$ cat src/rtl/dnn_param_loader.sv
// Stream-to-parallel operand loader for the 4-4-2 DNN `top` block: fills x*/w* from a
// 32-word frame and holds them until both results are reported. Optional: DNN_LOADER_CHECKSUM_EN.
module dnn_param_loader #(
  parameter int FRAME_WORDS = 32,
  parameter int CNT_W       = 8
) (
  input  logic             clk,
  input  logic             rst_n,
  input  logic [4:0]       s_data,
  input  logic             s_valid,
  output logic             s_ready,
  output logic [4:0]       x0, x1, x2, x3,
  output logic [4:0]       w04, w14, w24, w34, w05, w15, w25, w35,
  output logic [4:0]       w06, w16, w26, w36, w07, w17, w27, w37,
  output logic [4:0]       w48, w58, w68, w78, w49, w59, w69, w79,
  output logic             in_ready,
  input  logic             out0_ready,
  input  logic             out1_ready,
  output logic [CNT_W-1:0] frame_cnt,
  output logic             err
);
  // Words 28..31 of a frame are accepted and counted but have no operand register.
  localparam int NOPS = 28;

`ifdef DNN_LOADER_CHECKSUM_EN
  typedef enum logic [1:0] {LOAD = 2'd0, ARMED = 2'd1, CHECK = 2'd2} state_t;
`else
  typedef enum logic [1:0] {LOAD = 2'd0, ARMED = 2'd1} state_t;
`endif

  state_t                    state_q, state_d;
  logic [4:0]                idx_q, idx_d;
  logic                      f0_q, f0_d, f1_q, f1_d;
  logic [CNT_W-1:0]          cnt_q, cnt_d;
  logic [NOPS-1:0][4:0]      ops_q;
  logic                      wr_en, acc, f0_n, f1_n;
`ifdef DNN_LOADER_CHECKSUM_EN
  logic [4:0]                sum_q, sum_d;
  logic                      err_q, err_d;
`endif

  assign s_ready   = (state_q != ARMED);
  assign in_ready  = (state_q == ARMED);
  assign frame_cnt = cnt_q;
  assign acc       = s_valid & s_ready;
  assign f0_n      = f0_q | out0_ready;
  assign f1_n      = f1_q | out1_ready;

  always_comb begin
    state_d = state_q;
    idx_d   = idx_q;
    f0_d    = f0_q;
    f1_d    = f1_q;
    cnt_d   = cnt_q;
    wr_en   = 1'b0;
`ifdef DNN_LOADER_CHECKSUM_EN
    sum_d   = sum_q;
    err_d   = 1'b0;
`endif
    case (state_q)
      LOAD: begin
        if (acc) begin
          wr_en = 1'b1;
          idx_d = idx_q + 5'd1;
`ifdef DNN_LOADER_CHECKSUM_EN
          sum_d = sum_q + s_data;
          if (idx_q == 5'(FRAME_WORDS - 1)) state_d = CHECK;
`else
          if (idx_q == 5'(FRAME_WORDS - 1)) state_d = ARMED;
`endif
        end
      end
`ifdef DNN_LOADER_CHECKSUM_EN
      CHECK: begin
        // Index already wrapped to 0, so a mismatch simply restarts the frame.
        if (acc) begin
          sum_d = '0;
          if (s_data == sum_q) state_d = ARMED;
          else begin
            state_d = LOAD;
            err_d   = 1'b1;
          end
        end
      end
`endif
      ARMED: begin
        if (f0_n && f1_n) begin
          state_d = LOAD;
          idx_d   = '0;
          f0_d    = 1'b0;
          f1_d    = 1'b0;
          cnt_d   = cnt_q + 1'b1;
        end else begin
          f0_d = f0_n;
          f1_d = f1_n;
        end
      end
      default: state_d = LOAD;
    endcase
  end

  always_ff @(posedge clk or negedge rst_n) begin
    if (!rst_n) begin
      state_q <= LOAD;
      idx_q   <= '0;
      f0_q    <= 1'b0;
      f1_q    <= 1'b0;
      cnt_q   <= '0;
      ops_q   <= '0;
`ifdef DNN_LOADER_CHECKSUM_EN
      sum_q   <= '0;
      err_q   <= 1'b0;
`endif
    end else begin
      state_q <= state_d;
      idx_q   <= idx_d;
      f0_q    <= f0_d;
      f1_q    <= f1_d;
      cnt_q   <= cnt_d;
      if (wr_en && (idx_q < 5'(NOPS))) ops_q[idx_q] <= s_data;
`ifdef DNN_LOADER_CHECKSUM_EN
      sum_q   <= sum_d;
      err_q   <= err_d;
`endif
    end
  end

`ifdef DNN_LOADER_CHECKSUM_EN
  assign err = err_q;
`else
  assign err = 1'b0;
`endif

  assign x0  = ops_q[0];  assign x1  = ops_q[1];  assign x2  = ops_q[2];  assign x3  = ops_q[3];
  assign w04 = ops_q[4];  assign w14 = ops_q[5];  assign w24 = ops_q[6];  assign w34 = ops_q[7];
  assign w05 = ops_q[8];  assign w15 = ops_q[9];  assign w25 = ops_q[10]; assign w35 = ops_q[11];
  assign w06 = ops_q[12]; assign w16 = ops_q[13]; assign w26 = ops_q[14]; assign w36 = ops_q[15];
  assign w07 = ops_q[16]; assign w17 = ops_q[17]; assign w27 = ops_q[18]; assign w37 = ops_q[19];
  assign w48 = ops_q[20]; assign w58 = ops_q[21]; assign w68 = ops_q[22]; assign w78 = ops_q[23];
  assign w49 = ops_q[24]; assign w59 = ops_q[25]; assign w69 = ops_q[26]; assign w79 = ops_q[27];

endmodule
$ cat config.mk
export PLATFORM = sky130hd
export DESIGN_NAME = dnn_param_loader
export DESIGN_NICKNAME = d
export VERILOG_FILES = /design/src/rtl/dnn_param_loader.sv
export SDC_FILE = /design/constraint.sdc
export NUM_CORES = 1
export LEC_CHECK = 0
export ABC_AREA = 0
export BUFFER_PORTS_ARGS = -buffer_cell sky130_fd_sc_hd__buf_2
export CAP_MARGIN = 40
export CELL_PAD_IN_SITES_DETAIL_PLACEMENT = 1
export CELL_PAD_IN_SITES_GLOBAL_PLACEMENT = 1
export CORE_MARGIN = 2
export CORE_UTILIZATION = 40
export CTS_BUF_LIST = sky130_fd_sc_hd__clkbuf_2
export DETAILED_ROUTE_END_ITERATION = 16
export GPL_TIMING_DRIVEN = 0
export HOLD_SLACK_MARGIN = 0.03
export PLACE_DENSITY = 0.84
export SETUP_SLACK_MARGIN = 0.15
export SYNTH_ARGS = -nofsm -noshare
export SYNTH_HDL_FRONTEND = slang
export SYNTH_SLANG_ARGS = --single-unit
$ cat constraint.sdc
create_clock -name clk -period 2.4 [get_ports clk]
set_input_delay 0.24 -clock clk [delete_from_list [all_inputs] [get_ports clk]]
set_output_delay 0.24 -clock clk [all_outputs]
set_load 0.005 [all_outputs]
Word level (Yosys, flattened, before mapping)
Cells that the tools add are included.
- register bits: 157
- bits of input ports: 10
- $add $sub $neg: 2
- order comparisons: 3
- equality and inequality tests: 6
- mux-type cells: 14
- bitwise operators: 3
- reduce and logical (&&, ||, !) cells: 8
- operators with widths (operator ; count):
    140-bit bitwise mux ; 1
    5-bit demux with 5-bit select ; 1
    5-bit two-way mux ; 3
    5-bit case mux with 2 select lines ; 1
    8-bit by 1-bit adder with 8-bit output, second input constant ; 1
    5-bit by 6-bit < comparator with 1-bit output, second input constant ; 1
    2-bit two-way mux ; 3
    3-bit AND reduction ; 2
    5-bit by 1-bit adder with 5-bit output, second input constant ; 1
    5-bit equality test, second input constant ; 1
    5-bit by 1-bit >= comparator with 1-bit output, second input constant ; 1
    5-bit < comparator, second input constant ; 1
    1-bit two-way mux ; 4
    2-bit by 1-bit inequality test with 1-bit output, second input constant ; 2
    2-bit inequality test, second input constant ; 2
    2-bit case mux with 2 select lines ; 1
    1-bit logical AND ; 3
    2-bit by 1-bit equality test with 1-bit output, second input constant ; 1
    2-bit zero test ; 1
    1-bit bitwise OR ; 2
    2-bit AND reduction ; 1
    2-bit nonzero test ; 1
    1-bit bitwise AND ; 1

Longest topological paths before layout
Gate-level depths: netlist of run 1.
- depth in word-level cells: 5
- gate-level depth with buffers: 6
- depth with buffers taken out: 5

Least setup slack after synthesis of run 1
No wires, ideal clock.
- path type: register -> register
- start: reg state_q[0]
- end: reg ops_q, in the netlist w06[0]
- library setup time: 125 ps
- arrival: 1588 ps
- setup slack: 687 ps
- stages on the path, launching flop included: 5
- buffers on the path: 1
- period minus slack after synthesis: 1713 ps
- cells stage by stage: dfrtp_1 clkbuf_1 nand4b_1 nor3b_2 mux2_2
- word-level cells in the longest chain between the ends: 5
- elaborated cells on any way between the ends: 6
- those cells by class: eq/ne (1); mux (2); bitwise (1); reduce/logical (2)
- RTL lines (what ; RTL line ; text):
    start, declared ; 31 ; state_t state_q, state_d;
    start signal, assigned ; 115 ; state_q <= state_d;
    2-bit by 1-bit inequality test with 1-bit output ; 42 ; assign s_ready = (state_q != ARMED);
    1-bit bitwise AND ; 45 ; assign acc = s_valid & s_ready;
    1-bit two-way mux ; 62 ; if (acc) begin
    1-bit two-way mux (*) ; 60 ; case (state_q)
    1-bit logical AND (*) ; 120 ; if (wr_en && (idx_q < 5'(NOPS))) ops_q[idx_q] <= s_data;
    end signal, assigned by index ; 120 ;
    end, declared ; 35 ; logic [NOPS-1:0][4:0] ops_q;
Every way passes the cells marked *; elsewhere a longest branch is shown, timed or not.
A chain may end at the register's enable or synchronous reset.

Final worst setup path of run 1
- start: reg state_q[0]
- end: reg ops_q, in the netlist w06[3]
Same word-level chain as after synthesis.

==> reports/results.ini, run 1 <==
[synth]
synth_area_mm2 = 0.00624
syn-num-nets = 435
synth.avg_cell_area_um2 = 14.9
synth_cells = 419
synth_enable_flop_cells = 0
synth-seq-cells = 156
synthFlopType = dfrtp_1
synthMuxAreaShare = 0.254
async_flop_share = 1.00
yosysSeqAreaShare = 0.625
yosysTopAreaCell = dfrtp_1
synth_top_area_frac = 0.625
yosysWarnings = 0
synthXorXnorAreaFrac = 0.0126
synth_common_cells = dfrtp_1, mux2_2, clkbuf_1, nand2_1, nor2_1
synth-simple-area-share = 0.0665
ys_types = 30
synth_compound_area_frac = 0.00902
synth.most_common_cell = dfrtp_1
yosys.area_share.adder = 0.0120
synth_top_family_by_area = multiplexers
yosys-top-cells-area = dfrtp_1, mux2_2, ha_1

[power_and_ir_drop]
pwr_density_cell_mw_per_mm2 = 1180
p_sw_w = 0.00285
leakagePower_nw = 3.94
ir_drop_v = 0.000430
seq_power_share = 0.486
p_sw_frac = 0.319
p_int_w = 0.00608
pwr-share-clk = 0.171
pwr-share-comb = 0.342
total_power_w = 0.00894

[drt]
finalWirelength_um = 15800
ant_nets = 0
via_count = 4062
drtIter0Drc = 128
wire_per_inst_um = 19.8
post-route-drc-count = 0
first_pass_iters = 4
via_per_inst = 5.10

[clock_network]
cts_buffers = 17
cts_max_level = 4
clkTransAtPathRegs_ps = 210
cts_tree = yes
clockBufferDepth = 2
clk_latency_ps = 700
cts_root_buffer = clkbuf_2
clock-sinks = 156

[global_route]
met2_usage = 0.337
grt_use_met3 = 0.0557
grt_start_max_net_pins = 95
grt_overflow = 0
first_global_vias = 4542
grt_busiest_layer = met2
grt_util_all_layers = 0.198
grt_util_met1 = 0.241
grt_pass1_wl_um = 24800
antenna_found_initial = 0

[floorplan]
ios = 161
core_area_mm2 = 0.0152
die_height_um = 129
num_rows = 45
initial_core_util = 0.411
die_x_um = 129
die-area_mm2 = 0.0166

[layout]
largest_reg_flops = 8
drive_gt1_frac = 0.561
final_nets = 614
antennaDiodeCount = 0
fin_area_mm2 = 0.00758
syn_to_final_growth_pct = 21.4

[worst_setup_path]
startpoint_type = flip-flop
arrival_ps = 2720
crit_path_end_kind = flip-flop
path_class = flip-flop to flip-flop
crit_slowest_cell = nor3b_2
crit_path_max_fanout = 10
crit_required_ps = 3000
path_cells = clkbuf_2 > nand4b_1 > nor3b_2 > mux2_2
slowest_delay_ps = 570

[placed_design]
hpwlAfterDp_um = 11500
placed_area_mm2 = 0.00728
globalplace.congestion = 0.755
dp_slack_ps = 263
numPortBuffers = 154

[sta]
setup_violations = 0
finalHoldViolations = 0
relSlewSlack = 0.415
fin_skew_ps = 27.3
setup_slack_ps = 286
tightest_slew_ps = 878
grt_setup_unrepaired = false
fin_crit_ps = 2110
finalSetupTns_ps = 0
fin_crit_sh = 0.881
max_freq_mhz = 473
drv_slew = 0

[hold_path]
hold_class = input pin to flip-flop

[run_status]
status = completed

[run]
cap_violations = 0

==> metal layers <==
metal / routed length (um) / part of all wire
met1: 6660 / 0.42
met2: 8020 / 0.51
met3: 803 / 0.051
met4: 268 / 0.017
met5: 0 / 0
==> power by group through the flow <==
stage	Sequential, W	Clock [W]	Combinational (W)
floorplan	0.00439	0	0.00145
global placement	0.00431	0	0.00293
detailed placement	0.00443	0	0.00309
CTS	0.00436	0.00160	0.00312
global route	0.00449	0.00172	0.00337
finish	0.00435	0.00153	0.00306
==> cells in the final DEF (no fill, tap or decap), drive strengths merged, types with 5 or more instances in the layout <==
cell	count
xnor2	7
dfrtp	156
buf	162
mux2	141
dlygate4sd3	5
nand2	18
and3	5
clkbuf	37
nor3b	5
inv	5
ha	6
clkinv	5
nor2	14
==> repair_timing <==
item                                    in CTS  in global routing
hold buffers                                 5                  0
gates resized for setup                      0                  2
buffers inserted                             0                  0
endpoints found under the setup margin       0                 11
endpoints found under the hold margin       97                  0
==> critical path: cells and delay by family, from the launching register on <==
kind          cells  cell delay (ps)
flops             1              500
buf+inv           1              230
simple gates      2              900
mux               1              410
==> kinds of logic (layout without fill, tap and decap cells) <==
family | after synthesis | in the layout
flip-flops | 156 | 156
multiplexers | 141 | 141
AND/OR/NAND/NOR | 67 | 67
buffers and inverters | 30 | 219
AO/OA/AOI/OAI | 9 | 9
XOR/XNOR | 9 | 9
adder cells (fa/ha/maj) | 6 | 6
other | 1 | 1
==> final timing paths <==
kind | startpoint | to | slack (ps) | depth (start not counted)
min in group asynchronous | rst_n | w17[2] | 180 | 2
setup / recovery | state_q[0] | w06[3] | 290 | 4
hold reg to reg | frame_cnt[7] | frame_cnt[7] | 480 | 1
setup reg to reg | state_q[0] | w06[3] | 290 | 4
hold / removal | s_data[4] | w58[4] | 120 | 2
max in group asynchronous | rst_n | w59[2] | 1390 | 3
==> through the flow <==
step / util / hold slack [ps] / instances
detailed placement: 0.479 / 401 / 762
CTS: 0.499 / 39.6 / 796
global placement: 0.477 / 470 / 761
floorplan: - / -55.6 / 419
global route: 0.499 / 37.1 / 796
finish: 0.499 / 118 / 796
==> final cells by class <==
class	instances	area (um^2)
clock buffers	19	95.1
flip-flops and latches	156	3900
repair buffers	160	855
multi-input cells	233	2220
inverters	5	18.8
well taps	188	235
plain buffers	25	106
clock inverters	10	150
fillers	1581	7620
Note: power is estimated with default switching activity, not from simulation.
==> run 2, diff against run 1 <==
Settings changed: CTS_BUF_LIST sky130_fd_sc_hd__clkbuf_2 to sky130_fd_sc_hd__clkbuf_16.
==> run 2 against run 1 <==
- total power increased by 13%
- core utilization increased by 2.0 points
- count of clock-buffer cells in the layout decreased by 2
- design area increased by 3.9%
- routed wire length increased by 0.70%
- clock power increased by 76%
- sequential power about the same
- critical path depth unchanged
- largest power group unchanged
==> reports/results.ini, run 2 (synthesized netlist as in run 1, its figures left out) <==
[layout]
final_nets = 610
postLayoutCoreUtil = 0.518
fin_area_mm2 = 0.00788
antennaDiodeCount = 0
drive_gt1_frac = 0.560
mostFrequentLayoutCells = buf_2, dfrtp_1, mux2_2
syn_to_final_growth_pct = 26.1
final_common_cell = buf_2
nFillCells = 1547
largest_reg_flops = 8

[placed_design]
numPortBuffers = 154
globalplace.congestion = 0.755
hpwlAfterDp_um = 11500
placed_area_mm2 = 0.00728

[power_and_ir_drop]
p_sw_w = 0.00299
seq_power_share = 0.433
ir_drop_v = 0.000556
pwr_density_cell_mw_per_mm2 = 1280
pwr-share-clk = 0.267
pwr-share-comb = 0.300
leakagePower_nw = 4.06
p_int_w = 0.00713
p_sw_frac = 0.295

[worst_setup_path]
r2r-end = w06[3]
critPathLaunch = state_q[0]
crit_path_max_fanout = 10
startpoint_type = flip-flop
arrival_ps = 2450
reg2reg_slack_ps = 250
timing.rr.start = state_q[0]
crit_path_end_kind = flip-flop
reg2regPathDepth = 4
path_class = flip-flop to flip-flop
crit_required_ps = 2700

[sta]
max_freq_mhz = 465
grt_setup_unrepaired = true
fin_crit_ps = 2150
fin_crit_sh = 0.896
relSlewSlack = 0.426
setup_violations = 0
finalHoldViolations = 0
fin_skew_ps = 8.64
drv_slew = 0
tightest_slew_ps = 862
finalSetupTns_ps = 0

[floorplan]
initial_core_util = 0.411
ios = 161
num_rows = 45
die_height_um = 129
die-area_mm2 = 0.0166
die_x_um = 129
core_area_mm2 = 0.0152

[global_route]
met2_usage = 0.338
grt_pass1_wl_um = 24900
grt_util_met1 = 0.245
grt_overflow = 0
grt_busiest_layer = met2
antenna_found_initial = 0
grt_util_all_layers = 0.198
first_global_vias = 4503
grt_start_max_net_pins = 95
grt_use_met3 = 0.0561

[clock_network]
cts_buffers = 17
clkTransAtPathRegs_ps = 60
clockBufferDepth = 2
post_cts_buffers = 0
cts_max_level = 4
cts_tree = yes
clock-sinks = 156
clk_latency_ps = 410
cts_root_buffer = clkbuf_16

[hold_path]
holdPathStages = 3
worstHoldStart = out1_ready
hold_end = f1_q
hold_class = input pin to flip-flop

[drt]
first_pass_iters = 4
post-route-drc-count = 0
via_count = 4064
ant_nets = 0
drtIter0Drc = 133
via_per_inst = 5.13
finalWirelength_um = 15900
wire_per_inst_um = 20.0

[run]
cap_violations = 0

[run_status]
status = completed

==> run 2: cell type report <==
cell class / instances / area, um^2 / area share
buffer: 25 / 105 / 0.0133
clock buffer: 17 / 425 / 0.0540
clock inverter: 12 / 158 / 0.0200
inverter: 5 / 18.8 / 0.00238
multi-input combinational: 233 / 2220 / 0.281
sequential: 156 / 3900 / 0.496
tap: 188 / 235 / 0.0299
timing repair buffer: 156 / 815 / 0.103
==> run 2: power groups by stage <==
stage	logic [W]	registers, W	clock network (W)
detailed placement	0.00309	0.00443	0
CTS	0.00311	0.00439	0.00276
floorplan	0.00145	0.00439	0
finish	0.00304	0.00438	0.00270
global route	0.00335	0.00452	0.00288
global placement	0.00293	0.00431	0
==> run 2: timing repair <==
action	CTS	global route
endpoints found under the hold margin	93	0
gates resized for setup	0	0
hold buffers	1	0
endpoints found under the setup margin	0	3
==> run 2: how the worst max path moves through the flow <==
stage	end	depth (start not counted)	slack (ps)
5_1_grt	w16[1]	4	140
3_5_place_dp	w06[3]	4	260
6_report	w06[3]	4	250
4_1_cts	w06[3]	4	260
2_1_floorplan	w06[0]	4	690
3_3_place_gp	w59[2]	1	-1020
==> run 2: metal layers <==
| layer | up-vias | share of wire |
|---|---|---|
| met1 | 2114 | 0.43 |
| met5 | - | 0 |
| li1 | 1817 | - |
| met2 | 112 | 0.51 |
| met4 | 0 | 0.015 |
| met3 | 21 | 0.051 |
==> run 2: critical path, stage by stage (launching register included) <==
cell      delay [ps]
dfrtp_1          450
clkbuf_1         260
nand4b_1         350
nor3b_2          560
mux2_2           400
==> run 2: per-stage QoR <==
step / total power, W / hold WS (ps) / setup WS [ps] / instances
2_1_floorplan: 0.00584 / -55.6 / 687 / 419
3_3_place_gp: 0.00724 / 470 / -1020 / 761
3_5_place_dp: 0.00752 / 401 / 263 / 762
4_1_cts: 0.0103 / 114 / 256 / 792
5_1_grt: 0.0108 / 138 / 142 / 792
6_report: 0.0101 / 122 / 249 / 792
==> run 3, diff against run 2 <==
Settings changed: HOLD_SLACK_MARGIN 0.03 to not set.
Clock period 2.4 ns to 2 ns, I/O delays scaled along.
==> run 3 against run 2 <==
- die area did not move
- clock skew barely moved
- routed wire length rose by 0.76%
- sequential power rose by 20%
- critical endpoint is now w59[2]
- largest cell class unchanged
- largest power group unchanged
==> reports/results.ini, run 3 (synthesized netlist as in run 1, its figures left out) <==
[floorplan]
die_height_um = 129
core_area_mm2 = 0.0152
ios = 161
initial_core_util = 0.411
die-area_mm2 = 0.0166
num_rows = 45
die_x_um = 129

[worst_setup_path]
reg2regPathDepth = 4
crit_path_end_kind = flip-flop
arrival_ps = 2140
path_class = flip-flop to flip-flop
startpoint_type = flip-flop
crit_buf_inv = 1
path_cells = buf_2 > nand4bb_1 > nor2_1 > mux2_2
timing.rr.start = idx_q[2]
r2r-end = w59[2]
crit_path_max_fanout = 10
cp_top_family = simple AND/OR/NAND/NOR gates
reg2reg_slack_ps = 150
crit_slowest_cell = nor2_1
slowest_delay_ps = 440
crit_required_ps = 2290

[global_route]
grt_start_max_net_pins = 95
grt_pass1_wl_um = 25100
grt_overflow = 0
grt_util_all_layers = 0.200
antenna_found_initial = 0
first_global_vias = 4551

[sta]
fin_skew_ps = 8.50
fin_crit_sh = 0.924
tightest_slew_ps = 860
finalSetupTns_ps = 0
drv_slew = 0
grt_setup_unrepaired = true
max_freq_mhz = 541
relSlewSlack = 0.427
fin_crit_ps = 1850
finalHoldViolations = 0
setup_violations = 0
setup_slack_ps = 152

[hold_path]
holdPathStages = 3
hold_class = input pin to flip-flop
worstHoldStart = out1_ready
hold_end = f1_q

[run]
cap_violations = 0

[power_and_ir_drop]
ir_drop_v = 0.000667
leakagePower_nw = 4.13
pwr_density_cell_mw_per_mm2 = 1530

[layout]
largest_reg_flops = 8
syn_to_final_growth_pct = 28.6
final_common_cell = buf_2
drive_gt1_frac = 0.582
antennaDiodeCount = 0
final_nets = 621
mostFrequentLayoutCells = buf_2, dfrtp_1, mux2_2

[clock_network]
cts_buffers = 17
cts_root_buffer = clkbuf_16
clock-sinks = 156
clk_latency_ps = 420
cts_tree = yes
clockBufferDepth = 2
clkTransAtPathRegs_ps = 60
cts_max_level = 4

[placed_design]
globalplace.congestion = 0.755
numPortBuffers = 154
dp_slack_ps = -137
hpwlAfterDp_um = 11500

[drt]
via_per_inst = 5.07
wire_per_inst_um = 19.9
drtIter0Drc = 139
first_pass_iters = 4
ant_nets = 0
finalWirelength_um = 16000
via_count = 4072
post-route-drc-count = 0

[run_status]
status = completed

## run 3: changes by cell type in the layout (fill, tap and decap cells not counted), sizes merged
| cell | before | now |
|---|---|---|
| clkbuf | 35 | 34 |
| buf | 162 | 174 |
## run 3: power breakdown
group          switching, W  internal (W)
clock               0.00119       0.00204
combinational       0.00165       0.00214
sequential         0.000795       0.00447
total               0.00364       0.00865
## run 3: cell type report
cell class	count	area (um^2)
Clock buffer	17	425
Clock inverter	12	158
Buffer	25	119
Tap cell	188	235
Timing Repair Buffer	167	905
Sequential cell	156	3910
Inverter	5	18.8
Fill cell	1549	7170
Multi-Input combinational cell	233	2260
## run 3: tightest hold or removal path: stages
cell     delay [ps]
buf_2           100
a21oi_1          60
nor2_1           80
## run 3: worst max-delay path by stage
stage / endpoint / depth (start not counted) / slack, ps / startpoint
6_report: w59[2] / 4 / 150 / idx_q[2]
5_1_grt: w79[3] / 4 / 60 / idx_q[2]
4_1_cts: w59[2] / 4 / 150 / idx_q[2]
3_5_place_dp: w06[3] / 4 / -140 / state_q[0]
3_3_place_gp: w59[2] / 1 / -1380 / rst_n
2_1_floorplan: w06[0] / 4 / 290 / state_q[0]
## run 3: timing repair
item | in CTS | in global routing
hold endpoints to repair | 93 | 0
resized for setup | 13 | 10
pin swaps | 5 | 0
hold buffers | 1 | 0
endpoints found under the setup margin | 121 | 89
setup buffers | 7 | 4
## run 3: through the flow
stage	instance area, um^2	std cells	hold slack, ps	utilization	total power, W
after floorplan	6240	419	-95.6	-	0.00701
after global placement	7250	761	470	0.477	0.00869
after detailed placement	7280	762	361	0.479	0.00902
after CTS	7980	799	74.3	0.525	0.0124
after global routing	8030	803	98.2	0.528	0.0131
final	8030	803	84.4	0.528	0.0123
## run 3: layer usage
| layer | vias up | track usage | wire, um |
|---|---|---|---|
| met5 | - | 0 | 0 |
| met3 | 18 | 0.0561 | 793 |
| met4 | 0 | 0.0595 | 218 |
| li1 | 1835 | - | - |
| met1 | 2106 | 0.250 | 6770 |
| met2 | 113 | 0.340 | 8210 |
